<file path="src/rtl/axistream_out_uart_core_pkg.sv">
// Shared constants and FSM encodings for the axistream_out 8N1 UART core.
// Both the TX and RX state machines use the same four-phase frame encoding.
package axistream_out_uart_core_pkg;

  localparam int DEFAULT_DIV_W = 16;
  localparam int DATA_BITS     = 8;
  localparam logic [2:0] LAST_BIT = 3'(DATA_BITS - 1);

  typedef enum logic [1:0] {
    ST_IDLE  = 2'd0,
    ST_START = 2'd1,
    ST_DATA  = 2'd2,
    ST_STOP  = 2'd3
  } uart_state_e;

endpackage

</file>
<file path="src/rtl/axistream_out_uart_core_if.sv">
// Register-style byte backend between the CSR wrapper (master) and the UART core (slave).
interface axistream_out_uart_core_if;
  import axistream_out_uart_core_pkg::*;

  logic [DATA_BITS-1:0] tx_data;
  logic                 data_write_en;
  logic                 tx_ready;
  logic [DATA_BITS-1:0] rx_data;
  logic                 data_read_en;
  logic                 rx_ready;

  modport master (
    output tx_data, data_write_en, data_read_en,
    input  tx_ready, rx_data, rx_ready
  );

  modport slave (
    input  tx_data, data_write_en, data_read_en,
    output tx_ready, rx_data, rx_ready
  );
endinterface

</file>
<file path="src/rtl/axistream_out_uart_core_bit_timer.sv">
// Loadable down-counter: a load starts a first interval of load_val_i cycles, after which
// it pulses tc_o and reloads itself with period_i for every following interval.
module axistream_out_bit_timer #(
  parameter int DIV_W = 16
) (
  input  logic             clk,
  input  logic             rst_n,
  input  logic             clear_i,
  input  logic             load_i,
  input  logic             en_i,
  input  logic [DIV_W-1:0] load_val_i,
  input  logic [DIV_W-1:0] period_i,
  output logic             tc_o
);

  logic [DIV_W-1:0] cnt_q, cnt_d;

  always_comb begin
    cnt_d = cnt_q;
    tc_o  = 1'b0;
    if (clear_i) begin
      cnt_d = '0;
    end else if (load_i) begin
      cnt_d = load_val_i - 1'b1;
    end else if (en_i) begin
      if (cnt_q == '0) begin
        tc_o  = 1'b1;
        cnt_d = period_i - 1'b1;
      end else begin
        cnt_d = cnt_q - 1'b1;
      end
    end
  end

  always_ff @(posedge clk or negedge rst_n) begin
    if (!rst_n) cnt_q <= '0;
    else        cnt_q <= cnt_d;
  end

endmodule

</file>
<file path="src/rtl/axistream_out_uart_core.sv">
// Full-duplex 8N1 UART core with RTS/CTS flow control and a register-style byte backend.
// TX and RX run independent FSMs, each paced by its own bit timer.
module axistream_out_uart_core
  import axistream_out_uart_core_pkg::*;
#(
  parameter int DIV_W = DEFAULT_DIV_W
) (
  input  logic             clk,
  input  logic             rst_n,
  input  logic             rst_soft_i,
  input  logic             tx_en_i,
  input  logic             rx_en_i,
  input  logic [DIV_W-1:0] bit_duration_i,
  output logic             txd_o,
  input  logic             rxd_i,
  output logic             rts_o,
  input  logic             cts_i,
  axistream_out_uart_core_if.slave bus_if
);

  uart_state_e tx_state_q, tx_state_d, rx_state_q, rx_state_d;
  logic [7:0]  tx_shift_q, tx_shift_d, rx_shift_q, rx_shift_d, rx_data_q, rx_data_d;
  logic [2:0]  tx_bit_q, tx_bit_d, rx_bit_q, rx_bit_d;
  logic        txd_q, txd_d, tx_ready_q, tx_ready_d, rx_ready_q, rx_ready_d;
  logic        cts_meta_q, cts_sync_q, rxd_meta_q, rxd_sync_q, rxd_prev_q, rts_q;
  logic        tx_load, tx_tc, rx_load, rx_tc, rx_done;

  // Synchronizers idle at the line's idle level so reset never looks like a start edge.
  always_ff @(posedge clk or negedge rst_n) begin
    if (!rst_n) begin
      cts_meta_q <= 1'b0;
      cts_sync_q <= 1'b0;
      rxd_meta_q <= 1'b1;
      rxd_sync_q <= 1'b1;
      rxd_prev_q <= 1'b1;
      rts_q      <= 1'b0;
    end else if (rst_soft_i) begin
      cts_meta_q <= 1'b0;
      cts_sync_q <= 1'b0;
      rxd_meta_q <= 1'b1;
      rxd_sync_q <= 1'b1;
      rxd_prev_q <= 1'b1;
      rts_q      <= 1'b0;
    end else begin
      cts_meta_q <= cts_i;
      cts_sync_q <= cts_meta_q;
      rxd_meta_q <= rxd_i;
      rxd_sync_q <= rxd_meta_q;
      rxd_prev_q <= rxd_sync_q;
      rts_q      <= rx_en_i;
    end
  end

  axistream_out_bit_timer #(.DIV_W(DIV_W)) u_tx_timer (
    .clk(clk), .rst_n(rst_n), .clear_i(rst_soft_i), .load_i(tx_load),
    .en_i(tx_state_q != ST_IDLE), .load_val_i(bit_duration_i),
    .period_i(bit_duration_i), .tc_o(tx_tc)
  );

  // RX first interval is half a bit so every later sample lands mid-bit.
  axistream_out_bit_timer #(.DIV_W(DIV_W)) u_rx_timer (
    .clk(clk), .rst_n(rst_n), .clear_i(rst_soft_i), .load_i(rx_load),
    .en_i(rx_state_q != ST_IDLE), .load_val_i(bit_duration_i >> 1),
    .period_i(bit_duration_i), .tc_o(rx_tc)
  );

  always_comb begin
    tx_state_d = tx_state_q;
    tx_shift_d = tx_shift_q;
    tx_bit_d   = tx_bit_q;
    txd_d      = txd_q;
    tx_ready_d = 1'b0;
    tx_load    = 1'b0;
    case (tx_state_q)
      ST_IDLE: begin
        txd_d      = 1'b1;
        tx_ready_d = tx_en_i & cts_sync_q;
        if (bus_if.data_write_en && tx_ready_q) begin
          tx_shift_d = bus_if.tx_data;
          tx_bit_d   = '0;
          txd_d      = 1'b0;
          tx_ready_d = 1'b0;
          tx_load    = 1'b1;
          tx_state_d = ST_START;
        end
      end
      ST_START: if (tx_tc) begin
        txd_d      = tx_shift_q[0];
        tx_state_d = ST_DATA;
      end
      ST_DATA: if (tx_tc) begin
        if (tx_bit_q == LAST_BIT) begin
          txd_d      = 1'b1;
          tx_state_d = ST_STOP;
        end else begin
          tx_shift_d = tx_shift_q >> 1;
          txd_d      = tx_shift_q[1];
          tx_bit_d   = tx_bit_q + 3'd1;
        end
      end
      ST_STOP: if (tx_tc) tx_state_d = ST_IDLE;
      default: tx_state_d = ST_IDLE;
    endcase
    if (rst_soft_i) begin
      tx_state_d = ST_IDLE;
      tx_shift_d = '0;
      tx_bit_d   = '0;
      txd_d      = 1'b1;
      tx_load    = 1'b0;
    end
  end

  always_comb begin
    rx_state_d = rx_state_q;
    rx_shift_d = rx_shift_q;
    rx_bit_d   = rx_bit_q;
    rx_data_d  = rx_data_q;
    rx_load    = 1'b0;
    rx_done    = 1'b0;
    case (rx_state_q)
      ST_IDLE: if (rxd_prev_q && !rxd_sync_q) begin
        rx_load    = 1'b1;
        rx_state_d = ST_START;
      end
      ST_START: if (rx_tc) begin
        rx_bit_d   = '0;
        rx_state_d = rxd_sync_q ? ST_IDLE : ST_DATA;
      end
      ST_DATA: if (rx_tc) begin
        rx_shift_d = {rxd_sync_q, rx_shift_q[7:1]};
        if (rx_bit_q == LAST_BIT) rx_state_d = ST_STOP;
        else                      rx_bit_d   = rx_bit_q + 3'd1;
      end
      ST_STOP: if (rx_tc) begin
        rx_state_d = ST_IDLE;
        if (rxd_sync_q) begin
          rx_data_d = rx_shift_q;
          rx_done   = 1'b1;
        end
      end
      default: rx_state_d = ST_IDLE;
    endcase
    if (!rx_en_i) begin
      rx_state_d = ST_IDLE;
      rx_load    = 1'b0;
      rx_done    = 1'b0;
      rx_data_d  = rx_data_q;
    end
    // A byte completing in the same cycle as a read must remain visible.
    rx_ready_d = rx_ready_q;
    if (bus_if.data_read_en) rx_ready_d = 1'b0;
    if (rx_done)             rx_ready_d = 1'b1;
    if (rst_soft_i) begin
      rx_state_d = ST_IDLE;
      rx_shift_d = '0;
      rx_bit_d   = '0;
      rx_data_d  = '0;
      rx_ready_d = 1'b0;
      rx_load    = 1'b0;
    end
  end

  always_ff @(posedge clk or negedge rst_n) begin
    if (!rst_n) begin
      tx_state_q <= ST_IDLE;
      tx_shift_q <= '0;
      tx_bit_q   <= '0;
      txd_q      <= 1'b1;
      tx_ready_q <= 1'b0;
      rx_state_q <= ST_IDLE;
      rx_shift_q <= '0;
      rx_bit_q   <= '0;
      rx_data_q  <= '0;
      rx_ready_q <= 1'b0;
    end else begin
      tx_state_q <= tx_state_d;
      tx_shift_q <= tx_shift_d;
      tx_bit_q   <= tx_bit_d;
      txd_q      <= txd_d;
      tx_ready_q <= tx_ready_d;
      rx_state_q <= rx_state_d;
      rx_shift_q <= rx_shift_d;
      rx_bit_q   <= rx_bit_d;
      rx_data_q  <= rx_data_d;
      rx_ready_q <= rx_ready_d;
    end
  end

  assign txd_o           = txd_q;
  assign rts_o           = rts_q;
  assign bus_if.tx_ready = tx_ready_q;
  assign bus_if.rx_data  = rx_data_q;
  assign bus_if.rx_ready = rx_ready_q;

endmodule

</file>
<file path="src/flat_wrapper.sv">
// flat-port wrapper written by rule: the top's interface ports become plain ports
module axistream_out_uart_core_flat import axistream_out_uart_core_pkg::*;
#(
  parameter int DIV_W = DEFAULT_DIV_W
)
  (clk, rst_n, rst_soft_i, tx_en_i, rx_en_i, bit_duration_i, txd_o, rxd_i, rts_o, cts_i, bus_if_tx_data, bus_if_data_write_en, bus_if_data_read_en, bus_if_tx_ready, bus_if_rx_data, bus_if_rx_ready);
  axistream_out_uart_core_if bus_if_i ();
  input  logic clk;
  input  logic rst_n;
  input  logic rst_soft_i;
  input  logic tx_en_i;
  input  logic rx_en_i;
  input  logic [DIV_W-1:0] bit_duration_i;
  output logic txd_o;
  input  logic rxd_i;
  output logic rts_o;
  input  logic cts_i;
  input wire logic [$bits(bus_if_i.tx_data)-1:0] bus_if_tx_data;
  input wire logic [$bits(bus_if_i.data_write_en)-1:0] bus_if_data_write_en;
  input wire logic [$bits(bus_if_i.data_read_en)-1:0] bus_if_data_read_en;
  output wire logic [$bits(bus_if_i.tx_ready)-1:0] bus_if_tx_ready;
  output wire logic [$bits(bus_if_i.rx_data)-1:0] bus_if_rx_data;
  output wire logic [$bits(bus_if_i.rx_ready)-1:0] bus_if_rx_ready;
  assign bus_if_i.tx_data = bus_if_tx_data;
  assign bus_if_i.data_write_en = bus_if_data_write_en;
  assign bus_if_i.data_read_en = bus_if_data_read_en;
  assign bus_if_tx_ready = bus_if_i.tx_ready;
  assign bus_if_rx_data = bus_if_i.rx_data;
  assign bus_if_rx_ready = bus_if_i.rx_ready;
  axistream_out_uart_core #(.DIV_W(DIV_W)) u_core (.clk(clk), .rst_n(rst_n), .rst_soft_i(rst_soft_i), .tx_en_i(tx_en_i), .rx_en_i(rx_en_i), .bit_duration_i(bit_duration_i), .txd_o(txd_o), .rxd_i(rxd_i), .rts_o(rts_o), .cts_i(cts_i), .bus_if(bus_if_i));
endmodule
</file>
<file path="config.mk">
export PLATFORM = sky130hd
export DESIGN_NAME = axistream_out_uart_core_flat
export DESIGN_NICKNAME = d
export VERILOG_FILES = /design/src/rtl/axistream_out_uart_core_pkg.sv /design/src/rtl/axistream_out_uart_core_if.sv /design/src/rtl/axistream_out_uart_core_bit_timer.sv /design/src/rtl/axistream_out_uart_core.sv /design/src/flat_wrapper.sv
export SDC_FILE = /design/constraint.sdc
export NUM_CORES = 1
export LEC_CHECK = 0
export CAP_MARGIN = 5
export CORE_ASPECT_RATIO = 0.6
export CORE_MARGIN = 4
export CORE_UTILIZATION = 53
export CTS_CLUSTER_DIAMETER = 30
export DETAILED_ROUTE_END_ITERATION = 12
export PLACE_DENSITY_LB_ADDON = 0.3
export SYNTH_ARGS = -nofsm -noshare
export SYNTH_HDL_FRONTEND = slang
export SYNTH_HIERARCHICAL = 1
export SYNTH_SLANG_ARGS = --single-unit
</file>
<file path="constraint.sdc">
create_clock -name clk -period 3.1 [get_ports clk]
set_input_delay 0.465 -clock clk [delete_from_list [all_inputs] [get_ports clk]]
set_output_delay 0.465 -clock clk [all_outputs]
set_load 0.01 [all_outputs]
</file>
Word level (Yosys, flattened, before mapping) --
Index checks and enable logic that the tools add are counted.
Word-level totals: register bits after elaboration 75, output and inout port bits 12
Cells by class: $add $sub $neg 6, eq/ne operators 22, mux-type cells 83, bitwise logic cells 1, reductions and logical operators 27
Operators with widths (number):
- $mux W16 | 8
- $mux W8 | 12
- $sub A16 B1 Y16 const B | 3
- $mux W1 | 35
- $logic_not A16 Y1 | 2
- $mux W2 | 14
- $mux W3 | 8
- $ne A3 B2 Y1 const B | 7
- $ne A4 B3 Y1 const B | 5
- $pmux W2 S4 | 2
- $pmux W8 S2 | 1
- $sub A15 B1 Y16 const B | 1
- $reduce_bool A3 Y1 | 5
- $reduce_bool A2 Y1 | 7
- $pmux W3 S2 | 2
- $reduce_and A4 Y1 | 3
- $reduce_and A5 Y1 | 2
- $eq A2 B2 Y1 const B | 4
- $add A3 B1 Y3 const B | 2
- $eq A3 B3 Y1 const B | 2
- $ne A3 B3 Y1 const B | 2
- $eq A2 B1 Y1 const B | 2
- $logic_not A2 Y1 | 2
- $reduce_bool A4 Y1 | 1
- other kinds (6) | 7

Depth between registers and ports, before layout --
Gate-level depths: netlist (run 1).
depth in word-level cells 13, mapped depth 15, depth with buffers taken out 12

Hierarchy --
The synthesis (run 1) kept the hierarchy.
Modules (own cells, without submodules):
- axistream_out_bit_timer | instances 2, cells each 170, area each 1516.5 um2, sequential area each 400.4 um2
- axistream_out_uart_core | instances 1, cells each 215, area each 2178.3 um2, sequential area each 1081.0 um2

Worst setup path after synthesis (run 1) --
Ideal clock, no wire load.
path kind input port to flip-flop, from input port rst_soft_i, to register u_core.u_rx_timer.cnt_q[10], data arrival time 3264 ps, data required time 2979 ps, path slack -285 ps, cell stages on the path 14, buffers on the path 4, cell sequence buf_2 nand2b_1 nor3_1 buf_2 clkbuf_1 buf_1 nor2_1 a21oi_1 ha_1 o311a_4 nand4_2 a211oi_2 xor2_1 a22o_1
Between the ends: word-level cells in the longest chain between the ends 3, elaborated cells between the ends (all ways) 4, classes of those cells mux (3); reduce/logical (1)
RTL lines:
- start, declared | line flat_wrapper.sv:10 | input logic rst_soft_i;
- $mux W1 (*) | line axistream_out_uart_core.sv:153 | if (rst_soft_i) begin
- named net u_core.rx_load | line axistream_out_uart_core.sv:26 | logic tx_load, tx_tc, rx_load, rx_tc, rx_done;
- $mux W16 | line axistream_out_uart_core_bit_timer.sv:23 | end else if (load_i) begin
- $mux W16 | line axistream_out_uart_core_bit_timer.sv:21 | if (clear_i) begin
- end signal, assigned | line axistream_out_uart_core_bit_timer.sv:37 | else cnt_q <= cnt_d;
- end, declared | line axistream_out_uart_core_bit_timer.sv:16 | logic [DIV_W-1:0] cnt_q, cnt_d;
Mark *: on every way through the listed nets, which the timed path passes. The rest lies on a longest branch. A chain may end at the register's enable or synchronous reset.

Final worst setup path (run 1) --
from register u_core.tx_state_q[1], to register u_core.u_tx_timer.cnt_q[10]
Between the ends: word-level cells in the longest chain between the ends 5, elaborated cells between the ends (all ways) 7, classes of those cells mux (4); reduce/logical (3)
RTL lines:
- start, declared | line axistream_out_uart_core.sv:21 | uart_state_e tx_state_q, tx_state_d, rx_state_q, rx_state_d;
- start signal, assigned | line axistream_out_uart_core.sv:176 | tx_state_q <= tx_state_d;
- $logic_not A2 Y1 (*) | line axistream_out_uart_core.sv:74 | case (tx_state_q)
- $mux W1 (*) | line axistream_out_uart_core.sv:74
- $mux W1 (*) | line axistream_out_uart_core.sv:104 | if (rst_soft_i) begin
- named net u_core.tx_load | line axistream_out_uart_core.sv:26
- $mux W16 | line axistream_out_uart_core_bit_timer.sv:23
- $mux W16 | line axistream_out_uart_core_bit_timer.sv:21
- end signal, assigned | line axistream_out_uart_core_bit_timer.sv:37
- end, declared | line axistream_out_uart_core_bit_timer.sv:16
Marked as above.

==> results.tsv, run 1 <==
metric	value	unit
worst vdd ir	449	uV
Synthesized Nets	598	
Layout area overhead	19.6	%
DR pass1 iterations	5	
Root Driver	clkbuf_16	
crit path DAT	3130	ps
initial antenna violation count	0	
starting density of the core	55.7	%
clk_lat worst skew	340	ps
Switching Share	43.8	%
# IOs	45	
CP Class	flop to flop	
Slew @ Worst Pin	992	ps
Final Max Slew Viols	0	
Unique masters post-synth	69	
sw power	2.44	mW
Async S/R FF share, synth	100	%
Avg Cell Area, Syn	9.39	um2
RSZ-0062 raised after global routing	false	
Clk pwr share	19.2	%
routed wire length	14.5	mm
DRC	0	
number of antenna repair diodes	0	
maximum clock frequency	344	MHz
outcome	finished clean	
routed length per instance	19.3	um
Vias	4694	
vias in the first global route	4659	
end-of-flow core utilization	66.6	%
Final Setup Violations	0	
setup TNS	0	ps
worst path required time	3330	ps
Placed Area	0.00593	mm2
post-CTS setup buffers	0	
gr usage total	25.7	%
Place WS	-21.8	ps
Post-synth EDFFs	0	
chip height	84.8	um
CTS tree	built	
Mapped Area	0.00521	mm2
Seq cells post-synth	75	
Area contributors post-synth	dfrtp_1 34%, nand2_1 5.1%, a22o_1 4.4%	
Final Hold Vio Count	0	
Synth Instances	555	
grt ovf	0	
die area	0.0115	mm2
top_reg_cell synth	dfrtp_1	
Yosys top cell by area	dfrtp_1	
PortBufs	44	
post-DP HPWL	10.0	mm
Final nets	658	
sequential power share	24.3	%
Internal	3.14	mW
hold crit path type	primary input to asynchronous set/reset pin	
RR Startpoint	u_core/tx_state_q[1]$_DFFE_PN0P_	
first-pass GRT wire length	23.7	mm
crit path from	u_core/tx_state_q[1]$_DFFE_PN0P_	
gpl congestion	0.947	
Inst Count DP	734	
period utilisation layout	93.8	%
Combinational Power Share	56.5	%
minimum clock period	2910	ps
crit-path max FO	31	
Synth Warn #	6	
Worst-path clk slew	60	ps
Max-Cap Viols	0	
DR vias/cell	6.26	
Pwr Total	5.58	mW
crit start category	flop	
Initial DRC Count	519	
post-route setup slack	193	ps
post-route insts no fill	750	
pin count of the biggest net entering global routing	76	
CTS Buffer Depth	2	
Num CTS Buffers	9	
Chip Width	136	um
WHS	253	ps
Antenna Nets Post-Route	0	
Slew HR	33.8	%
layout cell share with drive strength beyond 1	19.8	%
Core Area	0.00936	mm2
post-route design area	0.00623	mm2
H-tree levels	3	
clock sinks	75	
final setup skew	5.44	ps
top cell type's share of synthesized area	34.1	%
Pwr Density	896	mW/mm2
P_leak	2.72	nW
row count	27	
sequential element share of the synthesized area	36.1	%
Worst setup EP type	flop	
## worst max-delay path, stage by stage, from the launching register on
cell	delay, ps
dfrtp_1	420
inv_1	100
ha_2	230
inv_1	110
nor3_4	200
buf_12	210
nor2_1	70
a21oi_1	180
ha_1	250
o311a_4	230
nand4_2	210
a211oi_2	280
xor2_1	90
a22o_1	200
## routing by layer
layer / part of all wire [%] / wire length, um / global-route usage [%] / up-vias
met2: 43 / 6170 / 36.8 / 225
met4: 1.1 / 160 / 5.76 / 0
met5: 0 / 0 / 0 / -
met1: 48 / 6880 / 38.5 / 2298
met3: 8.7 / 1260 / 7.41 / 24
li1: - / - / - / 2147
## cells in the mapped netlist (6+ instances only)
library cell	instances
nor2b_1	8
o21ai_1	6
mux2i_1	20
or2_2	6
ha_1	10
xor2_1	16
a21oi_1	44
dfrtp_1	71
nand2_1	71
nor3_1	16
nand3_1	20
clkbuf_1	11
buf_6	9
mux2_2	11
o21ai_0	28
nor2_1	39
inv_1	13
a22o_1	26
xnor2_1	6
buf_2	8
a31oi_4	6
## placed cells by master (no fill, tap or decap), types with 11 or more instances in the layout
master and instances:
xor2_1 16, nor2_1 39, nand3_1 20, a22o_1 26, clkdlybuf4s50_1 43, nor3_1 12
mux2i_1 20, inv_1 13, o21ai_0 28, dfrtp_1 71, buf_4 36, mux2_2 11
nand2_1 71, a21oi_1 44
## state kept, by name, indices dropped and copies added, names as in the netlist, 2 cells and up
signal,count
u_core/u_tx_timer/cnt_q,16
u_core/bus_if.rx_data,8
u_core/tx_shift_q,8
u_core/rx_state_q,2
u_core/rx_bit_q,3
u_core/rx_shift_q,8
u_core/tx_state_q,2
u_core/tx_bit_q,3
u_core/u_rx_timer/cnt_q,16
## area by class of cell
| class | count | area, um2 |
|---|---|---|
| inverters | 14 | 52.6 |
| clock buffers | 12 | 246 |
| multi-input cells | 435 | 3120 |
| well taps | 130 | 163 |
| fillers | 731 | 3120 |
| repair buffers | 80 | 721 |
| clock inverters | 4 | 51.3 |
| flip-flops and latches | 75 | 1880 |
## power by group through the flow
stage	combinational [mW]	sequential, mW	clock, mW
after floorplan	2.43	1.31	0
after global placement	2.98	1.35	0
after detailed placement	3.06	1.36	0
after CTS	3.09	1.35	1.09
after global routing	3.36	1.38	1.14
final	3.15	1.36	1.07
## worst paths after layout
check	slack, ps	end	cells after the start
min in group clk	500	u_core/cts_sync_q$_DFF_PN0_	1
worst max-delay path	190	u_core/u_tx_timer/cnt_q[10]$_DFFE_PN0P_	13
max in group asynchronous	2160	u_core/bus_if.rx_data[0]$_DFFE_PN0P_	1
worst min register to register	500	u_core/cts_sync_q$_DFF_PN0_	1
worst max register to register	190	u_core/u_tx_timer/cnt_q[10]$_DFFE_PN0P_	13
worst min-delay path	250	u_core/tx_shift_q[2]$_DFFE_PN0P_	1
## cell families after synthesis
logic type / share of synthesized area, %
xor gates and xnor gates: 3.70
AOI/OAI and AO/OA: 25.1
adders and majority gates: 2.40
other: 0.0720
DFF: 36.1
and+or+nand+nor: 21.7
buffers and inverters: 4.73
muxes: 6.22
## timing repair
action,4_1_cts,5_1_grt
endpoints found under the setup margin,0,3
resized for setup,0,1
hold buffers,0,0
(Power assumes the default switching activity.)
==> inputs of run 2 (changes only) <==
--- a/config.mk
+++ b/config.mk
@@ -5,7 +5,7 @@
 export SDC_FILE = /design/constraint.sdc
 export NUM_CORES = 1
 export LEC_CHECK = 0
-export CAP_MARGIN = 5
+export CAP_MARGIN = 40
 export CORE_ASPECT_RATIO = 0.6
 export CORE_MARGIN = 4
 export CORE_UTILIZATION = 53
==> results.tsv, run 2 (synthesis gave the netlist of run 1 again) <==
metric	value	unit	change
met3 WL post-DR	1.39	mm	+9.8%
Worst setup EP type	flop		
Max-Cap Viols	0		unchanged
RR Startpoint	u_core/tx_state_q[0]$_DFFE_PN0P_		
first-pass GRT wire length	23.6	mm	-0.20%
CP peak stage delay	420	ps	about the same
routed length per instance	19.4	um	+0.74%
slowest stage cell on the critical path	dfrtp_1		
Num CTS Buffers	9		unchanged
Slew @ Worst Pin	793	ps	-199 ps
crit start category	flop		
crit-path max FO	31		unchanged
Root Driver	clkbuf_16		
Layout area overhead	20.8	%	
post-route insts no fill	752		+0.27%
setup TNS	0	ps	unchanged
chip height	84.8	um	unchanged
gpl congestion	0.947		unchanged
reg-to-reg setup timing slack	190	ps	about the same
R2R depth	13		unchanged
worst vdd ir	460	uV	+2.4%
# fillers	741		+1.4%
layout cell share with drive strength beyond 1	20.1	%	+0.26 points
H-tree levels	3		unchanged
die area	0.0115	mm2	unchanged
initial antenna violation count	0		unchanged
outcome	finished clean		
Initial DRC Count	506		-2.5%
crit-path cells	inv_1, ha_2, inv_1, nor3_4, buf_12, nor2_1, a21oi_1, ha_1, o311a_4, nand4_2, a211oi_2, xor2_1, a22o_1		
Slew HR	47.0	%	+13 points
crit path DAT	3130	ps	about the same
Pwr Density	902	mW/mm2	+0.71%
CTS tree	built		
row count	27		unchanged
RSZ-0062 raised after global routing	false		
reg2reg end	u_core/u_tx_timer/cnt_q[10]$_DFFE_PN0P_		
Final nets	660		+0.30%
Place WS	-6.61	ps	+15.2 ps
PortBufs	44		unchanged
grt ovf	0		unchanged
final setup skew	8.97	ps	+3.53 ps
maximum clock frequency	343	MHz	-0.21%
Inst Count DP	735		+0.14%
Final Setup Violations	0		unchanged
DR pass1 iterations	5		unchanged
gr usage total	25.5	%	-0.22 points
commonest cells after routing, fill and taps aside	71 x nand2_1, 71 x dfrtp_1, 44 x a21oi_1		
CTS Buffer Depth	2		unchanged
WHS	506	ps	+253 ps
Worst-path clk slew	60	ps	about the same
Antenna Nets Post-Route	0		unchanged
hold crit path type	flop to flop		
Core Area	0.00936	mm2	unchanged
routed wire length	14.6	mm	+1.0%
clk_lat worst skew	340	ps	about the same
area of the multi-input gates	0.00312	mm2	unchanged
Top Layer Used	met4		
minimum clock period	2910	ps	+6.23 ps
DR vias/cell	6.33		+1.1%
period utilisation layout	94.0	%	+0.20 points
DRC	0		unchanged
Chip Width	136	um	unchanged
Final Hold Vio Count	0		unchanged
vias in the first global route	4666		+0.15%
cell mode on critical path	inv_1		
worst path required time	3320	ps	about the same
CP Class	flop to flop		
met2 routed wirelength	6.30	mm	+2.2%
pin count of the biggest net entering global routing	65		-14%
clock sinks	75		unchanged
Largest regs	u_core/u_rx_timer/cnt_q (16), u_core/u_tx_timer/cnt_q (16)		
sequential cell area	0.00188	mm2	unchanged
post-DP HPWL	10.1	mm	+1.3%
Vias	4759		+1.4%
Final Max Slew Viols	0		unchanged
# IOs	45		unchanged
post-route setup slack	187	ps	-6.23 ps
number of antenna repair diodes	0		unchanged
starting density of the core	55.7	%	unchanged
worst setup path end	u_core/u_tx_timer/cnt_q[10]$_DFFE_PN0P_		
P_leak	2.75	nW	+1.1%
met1 wire length	6.75	mm	-1.9%
crit path from	u_core/tx_state_q[0]$_DFFE_PN0P_		
==> run 2: how the worst min path moves through the flow <==
stage	start	to	slack, ps	depth (start not counted)
after detailed placement	rst_n	u_core/bus_if.tx_ready$_DFF_PN0_	320	1
final	u_core/cts_meta_q$_DFF_PN0_	u_core/cts_sync_q$_DFF_PN0_	510	1
after global routing	rst_n	u_core/bus_if.tx_ready$_DFF_PN0_	530	2
after floorplan	rst_n	u_core/bus_if.rx_data[0]$_DFFE_PN0P_	170	0
after global placement	u_core/cts_meta_q$_DFF_PN0_	u_core/cts_sync_q$_DFF_PN0_	490	1
after CTS	u_core/cts_meta_q$_DFF_PN0_	u_core/cts_sync_q$_DFF_PN0_	500	1
==> run 2: routing by layer <==
metal,vias up,track usage (%)
met5,-,0
met4,0,7.50
met3,24,4.80
met2,257,37.3
met1,2320,38.4
li1,2158,-
==> run 2: critical path: cells and delay by family (launching register included) <==
kind            cells  cell delay (ps)
compound gates      4              900
fa+ha+maj           2              480
simple gates        3              480
buf+inv             3              420
flops               1              420
xor+xnor            1               90
==> run 2: power breakdown <==
part,internal [mW],total (mW),switching [mW]
clock,0.725,1.14,0.418
combinational,1.33,3.18,1.85
sequential,1.17,1.36,0.189
total,3.22,5.68,2.45
==> run 2: final cells by class <==
| class | count | share of cell area [%] |
|---|---|---|
| clock buffers | 11 | 3.86 |
| clock inverters | 5 | 1.23 |
| inverters | 14 | 0.835 |
| multi-input cells | 435 | 49.5 |
| flip-flops and latches | 75 | 29.9 |
| well taps | 130 | 2.58 |
| repair buffers | 82 | 12.0 |
==> run 2: timing repair <==
action	4_1_cts	5_1_grt
hold buffers	1	0
resized for setup	0	1
buffers inserted	0	0
hold endpoints to repair	10	0
endpoints found under the setup margin	0	3
==> run 2: stage by stage <==
step	total power, mW	cell area (um2)	utilization (%)
final	5.68	6290	67.3
after global routing	5.96	6290	67.3
after CTS	5.60	6290	67.2
after detailed placement	4.42	5960	63.7
after global placement	4.33	5930	63.4
after floorplan	3.74	5230	-
